### config.mk
export PLATFORM = sky130hd
export DESIGN_NAME = svc_uart_rx
export DESIGN_NICKNAME = d
export VERILOG_FILES = /design/src/rtl/svc_uart_rx.sv
export SDC_FILE = /design/constraint.sdc
export NUM_CORES = 1
export LEC_CHECK = 0
export ABC_AREA = 1
export CORE_MARGIN = 2
export CORE_UTILIZATION = 51
export CTS_CLUSTER_SIZE = 20
export DETAILED_ROUTE_END_ITERATION = 16
export PLACE_DENSITY = 0.75
export SLEW_MARGIN = 10
export SYNTH_ARGS = -nofsm -noshare
export SYNTH_HDL_FRONTEND = slang
export SYNTH_SLANG_ARGS = --single-unit
### constraint.sdc
create_clock -name clk -period 1.4 [get_ports clk]
set_input_delay 0.28 -clock clk [delete_from_list [all_inputs] [get_ports clk]]
set_output_delay 0.28 -clock clk [all_outputs]
set_load 0.02 [all_outputs]
### src/rtl/svc_uart_rx.sv
// 8N1 UART receiver with valid/ready byte handoff, framing-error and overrun pulses.
// Define SVC_UART_RX_SYNC_EN to pass urx_pin through a 2-flop synchronizer (+2 cycles latency).
module svc_uart_rx #(
  parameter int CLOCK_FREQ = 25_000_000,
  parameter int BAUD_RATE  = 115_200
) (
  input  logic       clk,
  input  logic       rst_n,
  input  logic       urx_pin,
  output logic       urx_valid,
  output logic [7:0] urx_data,
  input  logic       urx_ready,
  output logic       urx_frame_err,
  output logic       urx_overrun
);

  localparam int CLKS_PER_BIT = CLOCK_FREQ / BAUD_RATE;
  localparam int HALF_BIT     = CLKS_PER_BIT / 2;
  localparam int TW           = $clog2(CLKS_PER_BIT + 1);

  generate
    if (CLKS_PER_BIT < 4) begin : g_bad_rate
      $error("svc_uart_rx: CLKS_PER_BIT must be at least 4");
    end
  endgenerate

  typedef enum logic [1:0] {
    S_IDLE,
    S_START,
    S_DATA,
    S_STOP
  } state_t;

  logic          rx_s;
  state_t        state;
  logic [TW-1:0] timer;
  logic [2:0]    bit_idx;
  logic [7:0]    shreg;
  logic          expire;

`ifdef SVC_UART_RX_SYNC_EN
  logic [1:0] sync_q;

  always_ff @(posedge clk or negedge rst_n) begin
    if (!rst_n) begin
      sync_q <= '1;
    end else begin
      sync_q <= {sync_q[0], urx_pin};
    end
  end

  assign rx_s = sync_q[1];
`else
  assign rx_s = urx_pin;
`endif

  // Timer counts down to 1; the edge that sees 1 is the sampling edge.
  assign expire = (timer == TW'(1));

  always_ff @(posedge clk or negedge rst_n) begin
    if (!rst_n) begin
      state         <= S_IDLE;
      timer         <= '0;
      bit_idx       <= '0;
      shreg         <= '0;
      urx_valid     <= 1'b0;
      urx_data      <= '0;
      urx_frame_err <= 1'b0;
      urx_overrun   <= 1'b0;
    end else begin
      urx_frame_err <= 1'b0;
      urx_overrun   <= 1'b0;
      if (urx_valid && urx_ready) begin
        urx_valid <= 1'b0;
      end

      case (state)
        S_IDLE: begin
          if (!rx_s) begin
            state <= S_START;
            timer <= TW'(HALF_BIT);
          end
        end
        S_START: begin
          if (expire) begin
            if (!rx_s) begin
              state   <= S_DATA;
              timer   <= TW'(CLKS_PER_BIT);
              bit_idx <= '0;
            end else begin
              state <= S_IDLE;
              timer <= '0;
            end
          end else begin
            timer <= timer - TW'(1);
          end
        end
        S_DATA: begin
          if (expire) begin
            shreg[bit_idx] <= rx_s;
            timer          <= TW'(CLKS_PER_BIT);
            if (bit_idx == 3'd7) begin
              state <= S_STOP;
            end else begin
              bit_idx <= bit_idx + 3'd1;
            end
          end else begin
            timer <= timer - TW'(1);
          end
        end
        S_STOP: begin
          if (expire) begin
            state <= S_IDLE;
            timer <= '0;
            if (!rx_s) begin
              urx_frame_err <= 1'b1;
            end else if (urx_valid && !urx_ready) begin
              urx_overrun <= 1'b1;
            end else begin
              // Overrides the accept-clear above when completion coincides with an accept.
              urx_valid <= 1'b1;
              urx_data  <= shreg;
            end
          end else begin
            timer <= timer - TW'(1);
          end
        end
        default: begin
          state <= S_IDLE;
          timer <= '0;
        end
      endcase
    end
  end

endmodule
==> impl_metrics.csv, run 1 <==
group,metric,value,unit
run_status,status,"finished, violations left",
run_status,violations,"setup timing",
worst_setup_path,criticalPathCategory,"register to register",
clock_network,htreeDepth,2,
route,viasPerCell,5.18,
sta,fin_crit_sh,101,%
route,drc,0,
power_and_ir_drop,power_frac_seq,37.0,%
place,port_buffers,14,
synth,yosys-top-cells-area,"dfrtp_1, nand2_1, inv_1, nand3_1, o21ai_2",
power_and_ir_drop,ir_drop,1.00,mV
clock_network,cts_buffers,5,
worst_setup_path,r2r-end,"timer[6]",
grt,antenna_found_initial,0,
sta,fin_ws,-0.0191,ns
synth,synth_area_per_cell,8.37,sq um
power_and_ir_drop,leakagePower,0.00121,uW
synth,yosysWarningCount,0,
floorplan,initial_core_util,54.4,%
worst_setup_path,crit_fanout,6,
worst_setup_path,crit_start,"timer[0]",
power_and_ir_drop,switchingPower,1210,uW
clock_network,cts_tree,"yes",
worst_setup_path,reg2reg_depth,8,
synth,syn_inst,200,
route,first_pass_iters,4,
sta,rsz0062_at_grt,"true",
sta,tns,-0.0235,ns
clock_network,path_clk_slew,0.10,ns
worst_setup_path,start_kind,"register",
sta,worst_pin_slew,0.255,ns
synth,synth.yosys.seq_area_share,47.8,%
worst_setup_path,ff2ff_setup_slack,-0.02,ns
final_layout,area_growth,34.0,%
floorplan,ioPinCount,15,
sta,finalSetupViolCount,2,
route,ant_nets,0,
place,hpwl,2480,um
route,routed_wl,3890,um
worst_setup_path,rr_startpoint,"timer[0]",
grt,grt_use_total,23.2,%
floorplan,dieHeight,61.3,um
power_and_ir_drop,power_per_cell_area,1420,nW/um^2
power_and_ir_drop,p_comb_share,41.2,%
grt,grt_pass1_vias,1409,
clock_network,cts_num_sinks,32,
sta,fin_crit,1.42,ns
grt,overflow,0,
synth,synth_nets,208,
grt,grt_pass1_wl,6240,um
final_layout,antenna_cells,0,
floorplan,rows,20,
power_and_ir_drop,p_clk_share,21.8,%
power_and_ir_drop,p_int,1990,uW
sta,skew,0.0112,ns
final_layout,layout.nets,250,
route,via_count,1488,
power_and_ir_drop,switching_share,37.8,%
final_layout,layout-drive-gt1-share,29.2,%
synth,synth_top_area_share,47.8,%
floorplan,die_w,61.3,um
route,dr.first_iter.drc_count,58,
place,place.gp.congestion,0.866,
grt,grt_max_degree,33,
final_layout,fillers,225,
clock_network,insertion_delay,0.34,ns
floorplan,dieArea,3760,sq um
job,maxCapViolations,0,
worst_setup_path,crit_end,"timer[6]",
sta,max-slew-margin-rel,83.0,%
sta,fmax,705,MHz
sta,slew_viol_final,0,
clock_network,clockBufferDepth,2,
hold_path,hold_path_class,"input port to async pin",
place,dpl-instance-area,1980,sq um
clock_network,postCtsHoldBufs,0,
sta,finalHoldViolations,0,
clock_network,cts_root_buf,"clkbuf_4",
floorplan,core-area,3080,sq um
worst_setup_path,end_kind,"register",
route,wl_per_cell,13.6,um
final_layout,finalInstanceArea,2240,sq um
synth,yosysUniqueCellTypes,27,
worst_setup_path,crit_required,1.62,ns
synth,synth_area,1670,sq um
synth,synth_largest_area_cell,"dfrtp_1",
synth,synth-seq-cells,32,
worst_setup_path,cp.arrival,1.64,ns
worst min path at each step:
| stage | end | slack (ns) | cells past startpoint |
|---|---|---|---|
| after floorplan | async pin | -0.02 | 0 |
| after global placement | urx_data[7] | 0.46 | 2 |
| after detailed placement | urx_data[5] | 0.47 | 2 |
| after CTS | urx_frame_err | 0.30 | 2 |
| after global routing | urx_frame_err | 0.30 | 2 |
| final | urx_data[5] | 0.30 | 2 |
area by class of cell:
type / instances / area, sq um / share of cell area [%]
well taps: 44 / 55.1 / 2.45
multi-input cells: 135 / 840 / 37.4
clock inverters: 2 / 35.0 / 1.56
flip-flops and latches: 32 / 802 / 35.8
repair buffers: 38 / 355 / 15.8
inverters: 30 / 115 / 5.13
clock buffers: 6 / 41.3 / 1.84
per-stage QoR:
stage               utilization [%]  hold WS, ns  setup WS (ns)  power (uW)  std cells
floorplan                         -      -0.0156        0.00123        1850        200
global placement               64.3        0.464        -0.0640        2140        268
detailed placement             64.3        0.469         -0.118        2200        268
CTS                            70.7        0.305       -0.00479        3030        287
global route                   72.9        0.300        -0.0845        3380        287
finish                         72.9        0.301        -0.0191        3190        287
critical path, stage by stage, from the launching register on:
cell     delay, ns
dfrtp_1       0.43
ha_4          0.18
nand3_4       0.08
nor2_8        0.06
buf_4         0.14
nor2_1        0.19
nand2_1       0.08
nand3_1       0.08
nand2_1       0.06
cell usage in the layout (no fill, tap or decap), drive strengths merged:
cell type / instances
nand3: 19
inv: 30
clkdlybuf4s50: 3
clkinv: 1
clkbuf: 6
nand4: 7
dlygate4sd2: 11
a21oi: 2
nand2: 57
o22ai: 1
or2: 1
nand3b: 2
ha: 4
xnor2: 1
o21ai: 25
nor3: 1
bufinv: 1
nor2: 14
buf: 24
a21o: 1
dfrtp: 32
power groups by stage:
stage          Combinational (uW)  Clock [uW]  Sequential, uW
2_1_floorplan                 640           0            1210
3_3_place_gp                  969           0            1180
3_5_place_dp                 1020           0            1190
4_1_cts                      1160         698            1170
5_1_grt                      1440         742            1200
6_report                     1320         698            1180
routing by layer:
layer,GRT usage (%),vias up,part of all wire [%],routed length [um]
met3,5.25,7,5.6,219
met5,0,-,0,0
li1,-,732,-,-
met4,8.70,0,1.2,45
met2,39.7,49,52,2020
met1,28.7,700,41,1610
flip-flops by register name (all words and copies together), names as in the netlist, named ones only:
| signal | flops |
|---|---|
| timer | 8 |
| state | 1 |
| bit_idx | 3 |
| urx_data | 8 |
| urx_frame_err | 1 |
| urx_valid | 1 |
| shreg | 8 |
| urx_overrun | 1 |
cell families (layout without fill, tap and decap cells):
kind of cell    after synthesis  after routing  share of synthesized area (%)
xor+xnor                      1              1                          0.523
buf+inv                      33             76                           8.30
compound gates               29             29                           10.9
simple gates                101            101                           29.4
flops                        32             32                           47.8
fa+ha+maj                     4              4                           2.99
cells in the mapped netlist, drive strengths merged:
cell type,n
o21ai,25
clkbuf,1
nand4,7
dfrtp,32
buf,2
nand3b,2
a21o,1
nand2,57
o22ai,1
nor2,14
or2,1
nor3,1
ha,4
nand3,19
xnor2,1
a21oi,2
inv,30
timing repair:
action / in CTS / in global routing
buffers inserted: 10 / 1
gates resized for setup: 19 / 20
pin swaps: 9 / 4
setup endpoints to repair: 32 / 28
gates cloned: 1 / 0
(Power assumes the default switching activity.)
==> inputs of run 2 (changes only) <==
--- a/config.mk
+++ b/config.mk
@@ -6,6 +6,7 @@
 export NUM_CORES = 1
 export LEC_CHECK = 0
 export ABC_AREA = 1
+export CAP_MARGIN = 20
 export CORE_MARGIN = 2
 export CORE_UTILIZATION = 51
 export CTS_CLUSTER_SIZE = 20
==> results of run 2 <==
No change in the layout: final DEF, timing and power equal those of run 1.
